## config.mk

```make
export PLATFORM = sky130hd
export DESIGN_NAME = mux_packer
export DESIGN_NICKNAME = d
export VERILOG_FILES = /design/src/rtl/mux_packer_pkg.sv /design/src/rtl/mux_packer_fifo.sv /design/src/rtl/mux_packer.sv
export SDC_FILE = /design/constraint.sdc
export NUM_CORES = 1
export LEC_CHECK = 0
export ABC_AREA = 1
export BUFFER_PORTS_ARGS = -buffer_cell sky130_fd_sc_hd__clkbuf_2
export CAP_MARGIN = 15
export CORE_MARGIN = 4
export CORE_UTILIZATION = 55
export DETAILED_ROUTE_END_ITERATION = 6
export PLACE_DENSITY = 0.73
export SLEW_MARGIN = 30
export SYNTH_ARGS = -nofsm -noshare
export SYNTH_HDL_FRONTEND = slang
export SYNTH_SLANG_ARGS = --single-unit
```

## constraint.sdc

```tcl
create_clock -name clk -period 3.6 [get_ports clk]
set_input_delay 0.54 -clock clk [delete_from_list [all_inputs] [get_ports clk]]
set_output_delay 0.54 -clock clk [all_outputs]
set_load 0.005 [all_outputs]
```

## src/rtl/mux_packer_pkg.sv

```systemverilog
// mux_packer_pkg: shared constants, types and helpers for the byte-to-word packer.
//   BYTE_W         width of one incoming byte
//   BYTES_PER_WORD number of byte lanes in a packed word
//   WORD_W         packed word width
//   BE_W           byte-enable width (one bit per lane)
//   FILL_W         width of the lane fill counter (0..BYTES_PER_WORD-1)
//   ENTRY_W        FIFO entry width: {byte enables, word}
package mux_packer_pkg;

  localparam int BYTE_W         = 8;
  localparam int BYTES_PER_WORD = 4;
  localparam int WORD_W         = 32;
  localparam int BE_W           = 4;
  localparam int FILL_W         = 2;
  localparam int ENTRY_W        = WORD_W + BE_W;

  // What the assembly stage hands to the FIFO on a given edge.
  typedef enum logic [1:0] {
    PUSH_NONE    = 2'd0,
    PUSH_FULL    = 2'd1,
    PUSH_PARTIAL = 2'd2
  } push_kind_e;

  // Byte-enable mask with the lowest 'fill' lanes set (fill = 0..4).
  function automatic logic [BE_W-1:0] be_from_fill(input logic [FILL_W:0] fill);
    logic [BE_W-1:0] be;
    be = '0;
    for (int i = 0; i < BE_W; i++) begin
      if (i < int'(fill)) be[i] = 1'b1;
    end
    return be;
  endfunction

endpackage

```

## src/rtl/mux_packer_fifo.sv

```systemverilog
// mux_packer_fifo: synchronous FIFO with first-word-fall-through read.
//   clk    rising-edge clock
//   rst    asynchronous active-high reset (pointers and count only)
//   push   write request; ignored when full unless a pop happens on the same edge
//   pop    read request; ignored when empty
//   wdata  entry to write
//   rdata  entry at the head; forced to zero while empty
//   full   DEPTH entries stored
//   empty  no entries stored
module mux_packer_fifo #(
  parameter int DEPTH = 4,
  parameter int WIDTH = 36
) (
  input  logic             clk,
  input  logic             rst,
  input  logic             push,
  input  logic             pop,
  input  logic [WIDTH-1:0] wdata,
  output logic [WIDTH-1:0] rdata,
  output logic             full,
  output logic             empty
);

  localparam int AW = (DEPTH > 1) ? $clog2(DEPTH) : 1;
  localparam int CW = AW + 1;

  logic [WIDTH-1:0] mem [DEPTH];
  logic [AW-1:0]    wr_ptr_reg;
  logic [AW-1:0]    rd_ptr_reg;
  logic [CW-1:0]    count_reg;
  logic [CW-1:0]    count_next;
  logic             do_push;
  logic             do_pop;

  assign full  = (count_reg == CW'(DEPTH));
  assign empty = (count_reg == '0);

  assign do_pop  = pop && !empty;
  // When full, a same-edge pop frees the slot; the write lands on the slot
  // being vacated, which is safe because the head is read before the edge.
  assign do_push = push && (!full || do_pop);

  // Head is visible combinationally so a pushed word is valid one edge later.
  assign rdata = empty ? '0 : mem[rd_ptr_reg];

  always_comb begin
    count_next = count_reg;
    case ({do_push, do_pop})
      2'b10:   count_next = count_reg + 1'b1;
      2'b01:   count_next = count_reg - 1'b1;
      default: count_next = count_reg;
    endcase
  end

  // Pointers wrap naturally since DEPTH is a power of two.
  always_ff @(posedge clk or posedge rst) begin
    if (rst) begin
      wr_ptr_reg <= '0;
      rd_ptr_reg <= '0;
      count_reg  <= '0;
    end else begin
      if (do_push) wr_ptr_reg <= wr_ptr_reg + 1'b1;
      if (do_pop)  rd_ptr_reg <= rd_ptr_reg + 1'b1;
      count_reg <= count_next;
    end
  end

  always_ff @(posedge clk) begin
    if (do_push) mem[wr_ptr_reg] <= wdata;
  end

endmodule

```

## src/rtl/mux_packer.sv

```systemverilog
// mux_packer: packs a byte stream little-endian into 32-bit words with byte
// enables, buffers them in a small FIFO and offers them on a valid/ready port.
//   clk                   rising-edge clock
//   rst                   asynchronous active-high reset
//   in_data               incoming byte
//   in_datavalid          qualifies in_data (no backpressure)
//   flush                 emit the partially filled word, if any
//   out_ready             downstream ready
//   out_word              packed word at the FIFO head
//   out_be                byte enables for out_word (bit i -> bits 8i+7:8i)
//   out_valid             FIFO non-empty
//   overflow              sticky: a word was dropped on a full FIFO
//   assertion_shengyushen inverse of overflow
module mux_packer
  import mux_packer_pkg::*;
#(
  parameter int FIFO_DEPTH = 4
) (
  input  logic              clk,
  input  logic              rst,
  input  logic [BYTE_W-1:0] in_data,
  input  logic              in_datavalid,
  input  logic              flush,
  input  logic              out_ready,
  output logic [WORD_W-1:0] out_word,
  output logic [BE_W-1:0]   out_be,
  output logic              out_valid,
  output logic              overflow,
  output logic              assertion_shengyushen
);

  logic [FILL_W-1:0]  fill_reg;
  logic [FILL_W-1:0]  fill_next;
  logic [WORD_W-1:0]  asm_reg;
  logic [WORD_W-1:0]  asm_next;
  logic [WORD_W-1:0]  merged_word;
  logic [FILL_W:0]    fill_after;
  logic               overflow_reg;
  push_kind_e         push_kind;
  logic [BE_W-1:0]    push_be;
  logic               fifo_push;
  logic               fifo_pop;
  logic               fifo_full;
  logic               fifo_empty;
  logic [ENTRY_W-1:0] fifo_rdata;

  // Current word with the incoming byte steered into the lane at the fill level.
  // Lanes above the fill level are always zero because asm_reg is cleared on push.
  genvar gi;
  generate
    for (gi = 0; gi < BYTES_PER_WORD; gi++) begin : g_lane
      assign merged_word[gi*BYTE_W +: BYTE_W] =
        (in_datavalid && (fill_reg == FILL_W'(gi))) ? in_data
                                                    : asm_reg[gi*BYTE_W +: BYTE_W];
    end
  endgenerate

  // Fill level once this edge's byte (if any) is included; flush acts on this.
  assign fill_after = {1'b0, fill_reg} + {{FILL_W{1'b0}}, in_datavalid};

  always_comb begin
    push_kind = PUSH_NONE;
    push_be   = '0;
    fill_next = fill_reg;
    asm_next  = asm_reg;
    // A completing byte takes priority so a same-cycle flush yields one full word.
    if (in_datavalid && (fill_reg == FILL_W'(BYTES_PER_WORD - 1))) begin
      push_kind = PUSH_FULL;
    end else if (flush && (fill_after != '0)) begin
      push_kind = PUSH_PARTIAL;
    end
    case (push_kind)
      PUSH_FULL: begin
        push_be   = '1;
        fill_next = '0;
        asm_next  = '0;
      end
      PUSH_PARTIAL: begin
        push_be   = be_from_fill(fill_after);
        fill_next = '0;
        asm_next  = '0;
      end
      default: begin
        if (in_datavalid) begin
          asm_next  = merged_word;
          fill_next = fill_reg + 1'b1;
        end
      end
    endcase
  end

  always_ff @(posedge clk or posedge rst) begin
    if (rst) begin
      fill_reg     <= '0;
      asm_reg      <= '0;
      overflow_reg <= 1'b0;
    end else begin
      fill_reg <= fill_next;
      asm_reg  <= asm_next;
      // The FIFO refuses a push into a full buffer without a same-edge pop.
      if (fifo_push && fifo_full && !fifo_pop) overflow_reg <= 1'b1;
    end
  end

  assign fifo_push = (push_kind != PUSH_NONE);
  assign fifo_pop  = out_valid && out_ready;

  mux_packer_fifo #(
    .DEPTH (FIFO_DEPTH),
    .WIDTH (ENTRY_W)
  ) u_fifo (
    .clk   (clk),
    .rst   (rst),
    .push  (fifo_push),
    .pop   (fifo_pop),
    .wdata ({push_be, merged_word}),
    .rdata (fifo_rdata),
    .full  (fifo_full),
    .empty (fifo_empty)
  );

  assign out_valid             = !fifo_empty;
  assign out_word              = fifo_rdata[WORD_W-1:0];
  assign out_be                = fifo_rdata[ENTRY_W-1:WORD_W];
  assign overflow              = overflow_reg;
  assign assertion_shengyushen = !overflow_reg;

endmodule

```

Yosys cells after proc, flatten, opt, wreduce, memory -nomap -nowiden
Memory sizes are Yosys's and may differ from the RTL's.
Index checks and enable logic that the tools add are counted.
{"block": "totals", "register_bits": 42, "ram_bits": 144, "input_bits": 13, "out_inout_bits": 39, "elab_cells": 66, "n_memories": 1}
{"block": "classes", "addsub": 6, "n_lt_le_gt_ge": 4, "eq_ne": 8, "muxes": 19, "reduce_logical": 22}
{"name": "u_fifo.mem", "words": 4, "width": 36, "rd": 1, "rd_clocked_by_memory_dff": 0, "wr": 1, "line_no": "mux_packer_fifo.sv:27", "text": "logic [WIDTH-1:0] mem [DEPTH];"}
{"op": "2-to-1 mux 32 bit", "n": 2}
{"op": "2-to-1 mux 36 bit", "n": 1}
{"op": "2-to-1 mux 8 bit", "n": 4}
{"op": "logical AND 1 bit", "n": 10}
{"op": "== test 2 bit, second input constant", "n": 4}
{"op": "2-to-1 mux 2 bit", "n": 4}
{"op": "one-hot mux 4 bit (2 select lines)", "n": 1}
{"op": "adder 2 x 1 -> 2 bit, second input constant", "n": 3}
{"op": "== test 2 x 1 -> 1 bit, second input constant", "n": 3}
{"op": "less-than comparator 1 x 3 -> 1 bit, first input constant", "n": 2}
{"op": "less-than comparator 2 x 3 -> 1 bit, first input constant", "n": 2}
{"op": "2-to-1 mux 1 bit", "n": 6}
{"op": "one-hot mux 3 bit (2 select lines)", "n": 1}
{"op": "nonzero test 2 bit", "n": 3}
{"op": "zero test 1 bit", "n": 4}
{"op": "adder 2 x 1 -> 3 bit", "n": 1}
{"op": "adder 3 x 1 -> 3 bit, second input constant", "n": 1}
{"op": "== test 3 bit, second input constant", "n": 1}
{"op": "zero test 3 bit", "n": 1}
{"op": "nonzero test 3 bit", "n": 1}
{"op": "subtractor 3 x 1 -> 3 bit, second input constant", "n": 1}
{"op": "zero test 2 bit", "n": 1}
{"op": "OR reduction 2 bit", "n": 1}
{"op": "logical OR 1 bit", "n": 1}

Depth between registers and ports, before layout
{"block": "depth", "ltp_word": 9, "ltp_mapped": 14, "ltp_nobuf": 14}

Cells and area by module
A second synthesis with hierarchy kept.
{"block": "unflattened", "hier_cells": 720, "area_unflattened_um2": 7840.0}
{"mod": "mux_packer_fifo", "n_inst": 1, "cells_per_inst": 481, "area_each_um2": 6044.5, "seq_area_each_um2": 4499.3}
{"mod": "mux_packer", "n_inst": 1, "cells_per_inst": 239, "area_each_um2": 1795.5, "seq_area_each_um2": 875.8}

Worst setup path before layout
Ideal clock, no wire load.
{"block": "synth_timing", "path_type": "input -> register", "from": "input port in_datavalid", "to": "memory u_fifo.mem[0][0], enable pin", "setup_ns": 0.429, "t_arrival_ns": 2.871, "t_required_ns": 3.171, "slack_ns": 0.300, "stages": 7, "path_buffers": 0, "cell_sequence": "ha_1 inv_1 ha_1 o21ai_2 nand2_4 nand2_4 nor2_1"}
{"block": "synth_via", "elab_chain_cells": 9, "word_cells_on_any_way": 10, "cone_classes": "add/sub: 1; mux: 4; reduce/logical: 5"}
{"item": "start: declaration", "line_no": "mux_packer.sv:22", "text": "input logic in_datavalid,"}
{"item": "adder 2 x 1 -> 3 bit", "line_no": "mux_packer.sv:59", "text": "assign fill_after = {1'b0, fill_reg} + {{FILL_W{1'b0}}, in_datavalid};"}
{"item": "nonzero test 3 bit", "line_no": "mux_packer.sv:69", "text": "end else if (flush && (fill_after != '0)) begin"}
{"item": "logical AND 1 bit", "line_no": "mux_packer.sv:69"}
{"item": "2-to-1 mux 2 bit", "line_no": "mux_packer.sv:69"}
{"item": "2-to-1 mux 2 bit *", "line_no": "mux_packer.sv:67", "text": "if (in_datavalid && (fill_reg == FILL_W'(BYTES_PER_WORD - 1))) begin"}
{"item": "nonzero test 2 bit *", "line_no": "mux_packer.sv:105", "text": "assign fifo_push = (push_kind != PUSH_NONE);"}
{"item": "logical AND 1 bit *", "line_no": "mux_packer_fifo.sv:41", "text": "assign do_push = push && (!full || do_pop);"}
{"item": "2-to-1 mux 1 bit *", "line_no": "mux_packer_fifo.sv:69", "text": "if (do_push) mem[wr_ptr_reg] <= wdata;"}
{"item": "2-to-1 mux 1 bit (implied by the code) *", "line_no": "mux_packer_fifo.sv:69"}
{"item": "end: declaration", "line_no": "mux_packer_fifo.sv:27"}
Mark *: on every way between the ends. The rest lies on a longest branch, timed or not.

Final worst setup path
{"block": "layout_timing", "from": "register u_fifo.rd_ptr_reg[1]", "to": "output port out_word[21]"}
{"block": "layout_via", "elab_chain_cells": 2}
{"item": "start: declaration", "line_no": "mux_packer_fifo.sv:29", "text": "logic [AW-1:0] rd_ptr_reg;"}
{"item": "start signal: assignment", "line_no": "mux_packer_fifo.sv:63", "text": "if (do_pop) rd_ptr_reg <= rd_ptr_reg + 1'b1;"}
{"item": "memory (4 x 36 bit)"}
{"item": "2-to-1 mux 36 bit", "line_no": "mux_packer_fifo.sv:44", "text": "assign rdata = empty ? '0 : mem[rd_ptr_reg];"}
{"item": "end: declaration", "line_no": "mux_packer.sv:25", "text": "output logic [WORD_W-1:0] out_word,"}
No other way between the ends.

==> metrics.txt <==
Netlist Area Pre-Place 7964 um2; synth unique cells 24; post-route cell area 8884 um2; 1st-pass router iterations 5; most common cell in the netlist nand2_1; status finished, final reports clean; CP startpoint u_fifo.rd_ptr_reg[1]$_DFFE_PP0P_; post-synth top area cell edfxtp_1; worst reg2reg path depth 12; Die Footprint 16470 um2; initial core utilization 0.5671; Buffers on Ports 51; fin crit share 0.7694; Fin. Hold Viols 0; EDFF count, synth 144; first-pass GRT wire length 26180 um; number of synthesized register bits 186; largest net degree at the start of global routing 74; postcts setup bufs 0; Rel. slew slack 0.4437; max incr delay on CP 0.56 ns; core outline area 14040 um2; critical path's top delay family buffers and inverters; vias in the first global route 5152; # rows 43; area post-placement 8318 um2; I/O pins 52; Layout Skew 0.006662 ns; CTS tree built; async set-reset flop share out of synthesis 0.2258; DR WL/cell 16.48 um; antenna viol nets, final 0; gr usage total 0.2077; deepest clock path buffer count 2; worst path required time 3.06 ns; final count of pins violating max slew 0; VDD IR max 0.6340 mV; initial antenna violation count 0; final setup violation count 0; Synth top area share 0.5430; Worst R2R Start fill_reg[0]$_DFFE_PP0P_; Clock Latency Late Sink 0.43 ns; cts bufs inserted 17; Mapped Nets 774; Final #Nets 822; final wirelength 16280 um; Crit. path cell count 5; top cells by count, synth nand2_1 (192), edfxtp_1 (144), nor2_1 (117); P_leak 3.899 nW; worst reg2reg path endpoint u_fifo.count_reg[2]$_DFFE_PP0P_; FMAX 361.0 MHz; die width 128.3 um; syn_area_per_cell 10.65 um2; Final HPWL DP 9533 um; yosys warns 0; R2R Setup Slk 0.96 ns; Hold WC Path Type in -> async; Final min period 2.770 ns; WHS 0.1275 ns; synthesized instance count 748; cts-stage hold buffer count 0; GR Overflow Total 0; Die H 128.3 um; unrepaired setup endpoints after global routing no; clock-pin transition on the worst setup and hold timing paths 0.06 ns; Placer Congestion 0.8071; sequential-to-total area share from yosys stat 0.6749; Worst path slowest cell inv_2; Max-Cap Viols 0; number of flip-flops under the largest register name 144; CTS HTree Levels 4; PnR worst setup slack 0.8300 ns; Most used DFF post-synth edfxtp_1; Avg Vias per Cell 5.274; layout cells sized above 1 0.1300; Least-Margin Pin Slew 0.8332 ns; CP Cell Sequence inv_2 -> buf_4 -> nand2_1 -> a21oi_1 -> clkbuf_2; Setup crit end kind primary output; synth-to-layout area growth 11.55%; CP Class reg -> out; crit-path max FO 38; clk root buf clkbuf_16; CP arrival 2.23 ns; dpl ws 0.5068 ns; WP buf/inv 3; antenna fix cells 0; Pwr per Cell Area 896.0 nW/um2; CTS resizes 0; crit path launch type flop; via count 5211; DRT iter0 DRCs 539; CTS sink cnt 186; main area contributors after synthesis edfxtp_1 (54%), dfrtp_1 (13%), nand2_1 (9.0%); Final Core Density 0.6326; DR DRC count 0; setup total negative slack 0 ns
[through the flow]
step                instances  total power [mW]
global placement          957             6.029
finish                    988             7.960
floorplan                 748             5.296
CTS                       988             8.000
detailed placement        957             6.188
global route              988             8.514
[logic make-up (layout without fill, tap and decap cells)]
| family | after synthesis | count (layout) | share of synthesized area |
|---|---|---|---|
| flip-flops | 186 | 186 | 0.6749 |
| AO/OA/AOI/OAI | 107 | 107 | 0.06771 |
| adder cells (fa/ha/maj) | 13 | 13 | 0.02137 |
| AND/OR/NAND/NOR | 327 | 327 | 0.1646 |
| XOR/XNOR | 4 | 4 | 0.004400 |
| buffers and inverters | 111 | 171 | 0.06693 |
[per-layer routing]
layer  vias up  track usage  wire (um)
met2       178       0.3405       8160
met3        42      0.04898       1082
met4         0      0.08926        483
met1      2475       0.2668       6557
met5         -            0          0
li1       2516            -          -
[power breakdown]
part | leakage (nW) | switching [mW] | internal (mW)
Sequential | 1.89 | 0.159 | 3.11
Clock | 0.278 | 0.724 | 1.07
Combinational | 1.74 | 1.97 | 0.916
Total | 3.90 | 2.86 | 5.10
[cells in the final DEF (no fill, tap or decap), types with 4 or more instances in the layout]
cell type    n
dfrtp_1     41
ha_1        12
clkinv_1     4
buf_4       11
inv_1       73
nor2_4       4
edfxtp_1   144
o21ai_0     60
nand3_1      6
a21oi_1     43
nand2_1    192
nand2_4      6
clkbuf_16   17
clkbuf_2    51
nor2_1     113
inv_2        5
[cell type report]
class,count,area (um2)
Sequential cell,186,5376
Fill cell,1057,5159
Multi-Input combinational cell,451,2086
Clock buffer,20,436.7
Timing Repair Buffer,62,337.8
Inverter,78,292.8
Tap cell,180,225.2
Clock inverter,11,128.9
[worst max-delay path by stage]
| stage | slack [ns] | to |
|---|---|---|
| final | 0.83 | out_word[21] |
| after global routing | 0.60 | out_word[30] |
| after CTS | 0.81 | out_word[30] |
| after detailed placement | 0.51 | u_fifo.count_reg[2]$_DFFE_PP0P_ |
| after global placement | 0.65 | u_fifo.count_reg[2]$_DFFE_PP0P_ |
| after floorplan | 0.30 | u_fifo.mem[0][0]$_DFFE_PP_ |
Note: power is estimated with default switching activity, not from simulation.
